==> src/rtl/bin_lookup_ctrl.sv <==
// Keypad-to-BIN-lookup sequencer: collects six digits, fires one lookup start,
// waits for done/found under a timeout and holds the result for a valid/ack consumer.
module bin_lookup_ctrl #(
    parameter int unsigned TIMEOUT_CYCLES = 4096,
    parameter int unsigned SETTLE_CYCLES  = 16,
    parameter int unsigned CNT_W          = 13
) (
    input  logic        CLOCK_50,
    input  logic        resetn,
    input  logic        digit_valid,
    input  logic [3:0]  digit,
    input  logic        clear,
    output logic        lk_start,
    output logic [23:0] lk_digits,
    input  logic        lk_done,
    input  logic        lk_found,
    output logic        result_valid,
    input  logic        result_ack,
    output logic [1:0]  result_status,
    output logic [2:0]  digit_count,
    output logic        busy
);

    typedef enum logic [2:0] {
        S_COLLECT,
        S_START,
        S_WAIT_DONE,
        S_SETTLE,
        S_REPORT
    } state_t;

    localparam logic [1:0] ST_NONE    = 2'b00;
    localparam logic [1:0] ST_HIT     = 2'b01;
    localparam logic [1:0] ST_MISS    = 2'b10;
    localparam logic [1:0] ST_TIMEOUT = 2'b11;

    localparam logic [CNT_W-1:0] TIMEOUT_LAST = CNT_W'(TIMEOUT_CYCLES - 1);
    localparam logic [CNT_W-1:0] SETTLE_LAST  = CNT_W'(SETTLE_CYCLES - 1);

    state_t             state_q, state_d;
    logic [CNT_W-1:0]   cnt_q, cnt_d;
    logic [23:0]        digits_d;
    logic [2:0]         count_d;
    logic [1:0]         status_d;
    logic               digit_ok;

    assign digit_ok = digit_valid && (digit <= 4'd9);

    always_comb begin
        state_d  = state_q;
        cnt_d    = cnt_q;
        digits_d = lk_digits;
        count_d  = digit_count;
        status_d = result_status;
        if (clear) begin
            state_d  = S_COLLECT;
            cnt_d    = '0;
            digits_d = '0;
            count_d  = '0;
            status_d = ST_NONE;
        end else begin
            case (state_q)
                S_COLLECT: begin
                    if (digit_ok) begin
                        // First digit of a new entry replaces the previous query outright.
                        digits_d = (digit_count == 3'd0) ? {20'h0, digit}
                                                         : {lk_digits[19:0], digit};
                        count_d  = digit_count + 3'd1;
                        if (digit_count == 3'd5)
                            state_d = S_START;
                    end
                end
                S_START: begin
                    cnt_d   = '0;
                    state_d = S_WAIT_DONE;
                end
                S_WAIT_DONE: begin
                    cnt_d = cnt_q + 1'b1;
                    if (lk_done) begin
                        if (lk_found) begin
                            state_d  = S_REPORT;
                            status_d = ST_HIT;
                        end else begin
                            cnt_d   = '0;
                            state_d = S_SETTLE;
                        end
                    end else if (cnt_q == TIMEOUT_LAST) begin
                        state_d  = S_REPORT;
                        status_d = ST_TIMEOUT;
                    end
                end
                S_SETTLE: begin
                    cnt_d = cnt_q + 1'b1;
                    if (lk_found) begin
                        state_d  = S_REPORT;
                        status_d = ST_HIT;
                    end else if (cnt_q == SETTLE_LAST) begin
                        state_d  = S_REPORT;
                        status_d = ST_MISS;
                    end
                end
                S_REPORT: begin
                    if (result_ack) begin
                        state_d  = S_COLLECT;
                        count_d  = '0;
                        status_d = ST_NONE;
                    end
                end
                default: state_d = S_COLLECT;
            endcase
        end
    end

    // Flag outputs are decoded from the next state so they stay registered.
    always_ff @(posedge CLOCK_50 or negedge resetn) begin
        if (!resetn) begin
            state_q       <= S_COLLECT;
            cnt_q         <= '0;
            lk_digits     <= '0;
            digit_count   <= '0;
            result_status <= ST_NONE;
            lk_start      <= 1'b0;
            result_valid  <= 1'b0;
            busy          <= 1'b0;
        end else begin
            state_q       <= state_d;
            cnt_q         <= cnt_d;
            lk_digits     <= digits_d;
            digit_count   <= count_d;
            result_status <= status_d;
            lk_start      <= (state_d == S_START);
            result_valid  <= (state_d == S_REPORT);
            busy          <= (state_d == S_START) || (state_d == S_WAIT_DONE)
                             || (state_d == S_SETTLE);
        end
    end

endmodule

==> config.mk <==
export PLATFORM = sky130hd
export DESIGN_NAME = bin_lookup_ctrl
export DESIGN_NICKNAME = d
export VERILOG_FILES = /design/src/rtl/bin_lookup_ctrl.sv
export SDC_FILE = /design/constraint.sdc
export NUM_CORES = 1
export LEC_CHECK = 0
export BUFFER_PORTS_ARGS = -buffer_cell sky130_fd_sc_hd__buf_2
export CAP_MARGIN = 25
export CORE_MARGIN = 3
export CORE_UTILIZATION = 55
export DETAILED_ROUTE_END_ITERATION = 8
export PLACE_DENSITY = 0.77
export SLEW_MARGIN = 20
export SYNTH_ARGS = -nofsm -noshare
export SYNTH_HDL_FRONTEND = slang
export SYNTH_SLANG_ARGS = --single-unit
==> constraint.sdc <==
create_clock -name CLOCK_50 -period 2.5 [get_ports CLOCK_50]
set_clock_uncertainty 0.2 [all_clocks]
set_input_delay 0.25 -clock CLOCK_50 [delete_from_list [all_inputs] [get_ports CLOCK_50]]
set_output_delay 0.25 -clock CLOCK_50 [all_outputs]
set_load 0.01 [all_outputs]
==> impl_metrics.toml <==
[status]
outcome = "finished clean"

[floorplanning]
fp.dieArea_sq_um = 5028
die_x_microns = 70.91
initial_utilization_pct = 60.13
die_y_microns = 70.91
rows = 22
core-area_sq_um = 3854
ios = 43

[clock_tree]
root_buffer = "clkbuf_8"
post_cts_resized = 0
cts_tree = "yes"
post_cts_buffers = 0
htreeDepth = 2
path_clk_slew_ns = 0.09
cts_sinks = 48
clock_path_buffers = 2
cts_made_buffers = 5
cts_hold_buf = 1
clock_latency_ns = 0.30

[place]
hpwl_microns = 3425
gp_congestion = 0.8373
post-place-ws_ns = 0.3599
port_buffers = 42
placedCellCount = 303

[synth]
synth_edf_count = 0
synth_area_per_cell_sq_um = 10.58
synthCells = 219
synth_nets = 234
dominantRegCellSynth = "dfrtp_1"
synth_cell_types = 48
netlist_area_sq_um = 2317
async_reset_ff_share_pct = 100.0
synth-seq-cells = 48
yosysWarnings = 0
synth-seq-area-share_pct = 51.84

[sta]
finalSetupViolCount = 0
layout_setup_ws_ns = 0.3269
hold_viol = 0
tns_ns = 0
fin_crit_sh_pct = 86.92
period_needed_ns = 2.173
tightest_slew_ns = 0.6092
fmax_ghz = 0.4602
drv_slew = 0
relSlewSlack_pct = 59.23
rsz0062_at_grt = "false"

[global_routing]
grt_pass1_vias = 1695
grt_antenna_before_repair = 0
grt_start_max_net_pins = 49
gr-total-overflow = 0
grt_pass1_wl_microns = 8259
grt_usage_pct = 20.41

[worst_hold_path]
hp-class = "in2reg"
min-delay-start = "digit[2]"

[worst_setup_path]
critical-path-slowest-cell = "or4_1"
cp-end-kind = "flip-flop"
cp-start-kind = "flip-flop"
worstSetupPathType = "reg2reg"
arrival_ns = 2.22
worst_ep_required_time_ns = 2.54
crit_path_max_incr_delay_ns = 0.53
cp_top_family = "simple AND/OR/NAND/NOR gates"
path_cells = "or3b_4 > or2_1 > or4_1 > nand3_1"
worstReg2RegStart = "state_q[1]"
path_buf_inv = 0
critPathLaunch = "state_q[1]"
critPathMaxFanout = 11

[layout]
most-common-layout-cells = "dfrtp_1 (48), buf_2 (42), a22o_1 (23)"
final_util_pct = 69.90
drive_gt1_share_pct = 23.48
multiInputGateArea_sq_um = 1022
nNetsFinal = 278
diodes = 0
regArea_sq_um = 1201
area_growth_pct = 16.25
instances_no_fill = 312
layout_commonest_cell = "dfrtp_1"
fillers = 288

[pwr]
powerDensity_nw_per_um2 = 541.1
vdd_drop_max_mv = 0.2939
p_leak_nw = 1.363

[drt]
drt-initial-drc-count = 164
wl_per_cell_microns = 15.85
routed_wl_microns = 4946
firstDrtPassIters = 4
postRouteAntennaNets = 0
routed_via_density = 6.048
vias = 1887
drc_errors = 0

[run]
drv_cap = 0
## worst register-to-register path: stages, from the launching register on
cell     delay [ns]
dfrtp_1        0.52
or3b_4         0.44
or2_1          0.35
or4_1          0.53
nand3_1        0.08
## power by group
part           switching, mW  internal [mW]  total (mW)
Clock                  0.272          0.301       0.574
Combinational         0.0604         0.0350      0.0955
Sequential           0.00673          0.782       0.788
## stage by stage
stage / instance area, sq um / power (mW) / hold WS, ns
floorplan: 2317 / 0.8492 / -0.2456
global placement: 2569 / 0.8970 / 0.1749
detailed placement: 2569 / 0.8990 / 0.1852
CTS: 2694 / 1.477 / 0.01143
global route: 2694 / 1.514 / 0.03095
finish: 2694 / 1.458 / 0.01861
## flip-flops by register name, indices dropped and copies added, names as in the netlist
| signal | flops |
|---|---|
| busy | 1 |
| state_q | 3 |
| lk_start | 1 |
| cnt_q | 13 |
| result_valid | 1 |
| digit_count | 3 |
| result_status | 2 |
| lk_digits | 24 |
## layer usage
layer / part of all wire, % / global-route usage [%]
met3: 5.2 / 5.114
met2: 47 / 31.31
met5: 0 / 0
met4: 0.71 / 5.637
met1: 47 / 29.05
## area by class of cell
cell class	count	area share (%)
clock buffers	5	2.555
clock inverters	3	1.719
inverters	6	0.8360
multi-input cells	152	37.95
flip-flops and latches	48	44.59
well taps	48	2.229
repair buffers	50	10.13
## worst paths after layout
check / depth (start not counted) / slack (ns) / to
max in group asynchronous: 3 / 1.34 / result_status[1]
hold / removal: 3 / 0.02 / lk_digits[2]
setup reg to reg: 4 / 0.33 / cnt_q[9]
setup / recovery: 4 / 0.33 / cnt_q[9]
min in group asynchronous: 3 / 0.36 / lk_digits[20]
hold reg to reg: 1 / 0.31 / lk_digits[22]
## kinds of logic (layout without fill, tap and decap cells)
logic type | Yosys count | in the layout | share of synthesized area (%)
adder cells (fa/ha/maj) | 4 | 4 | 2.160
XOR/XNOR | 2 | 2 | 0.7561
AO/OA/AOI/OAI | 65 | 65 | 20.52
buffers and inverters | 19 | 64 | 4.049
flip-flops | 48 | 48 | 51.84
multiplexers | 6 | 6 | 2.592
AND/OR/NAND/NOR | 75 | 75 | 18.09
## synth_stat cells, types with 2 or more instances
library cell	count	area [sq um]
a211oi_1	3	22.52
a21o_1	6	45.04
a21oi_1	10	50.05
a22o_1	23	201.4
a2bb2oi_1	3	26.28
and2_1	2	12.51
and3_1	4	25.02
and4_1	2	17.52
buf_2	6	30.03
buf_6	2	22.52
clkbuf_1	4	15.01
dfrtp_1	48	1201
ha_1	4	50.05
inv_1	6	22.52
mux2i_1	6	60.06
nand2_1	15	56.30
nand2b_1	2	12.51
nand3_1	7	35.03
nand4_1	8	50.05
nor2_1	13	48.80
nor2b_1	2	12.51
nor3_1	5	25.02
nor3b_1	2	15.01
nor4_1	2	12.51
o21ai_0	9	45.04
o22ai_1	2	12.51
or2_2	2	12.51
No activity file was read; power rests on OpenSTA's default activity.
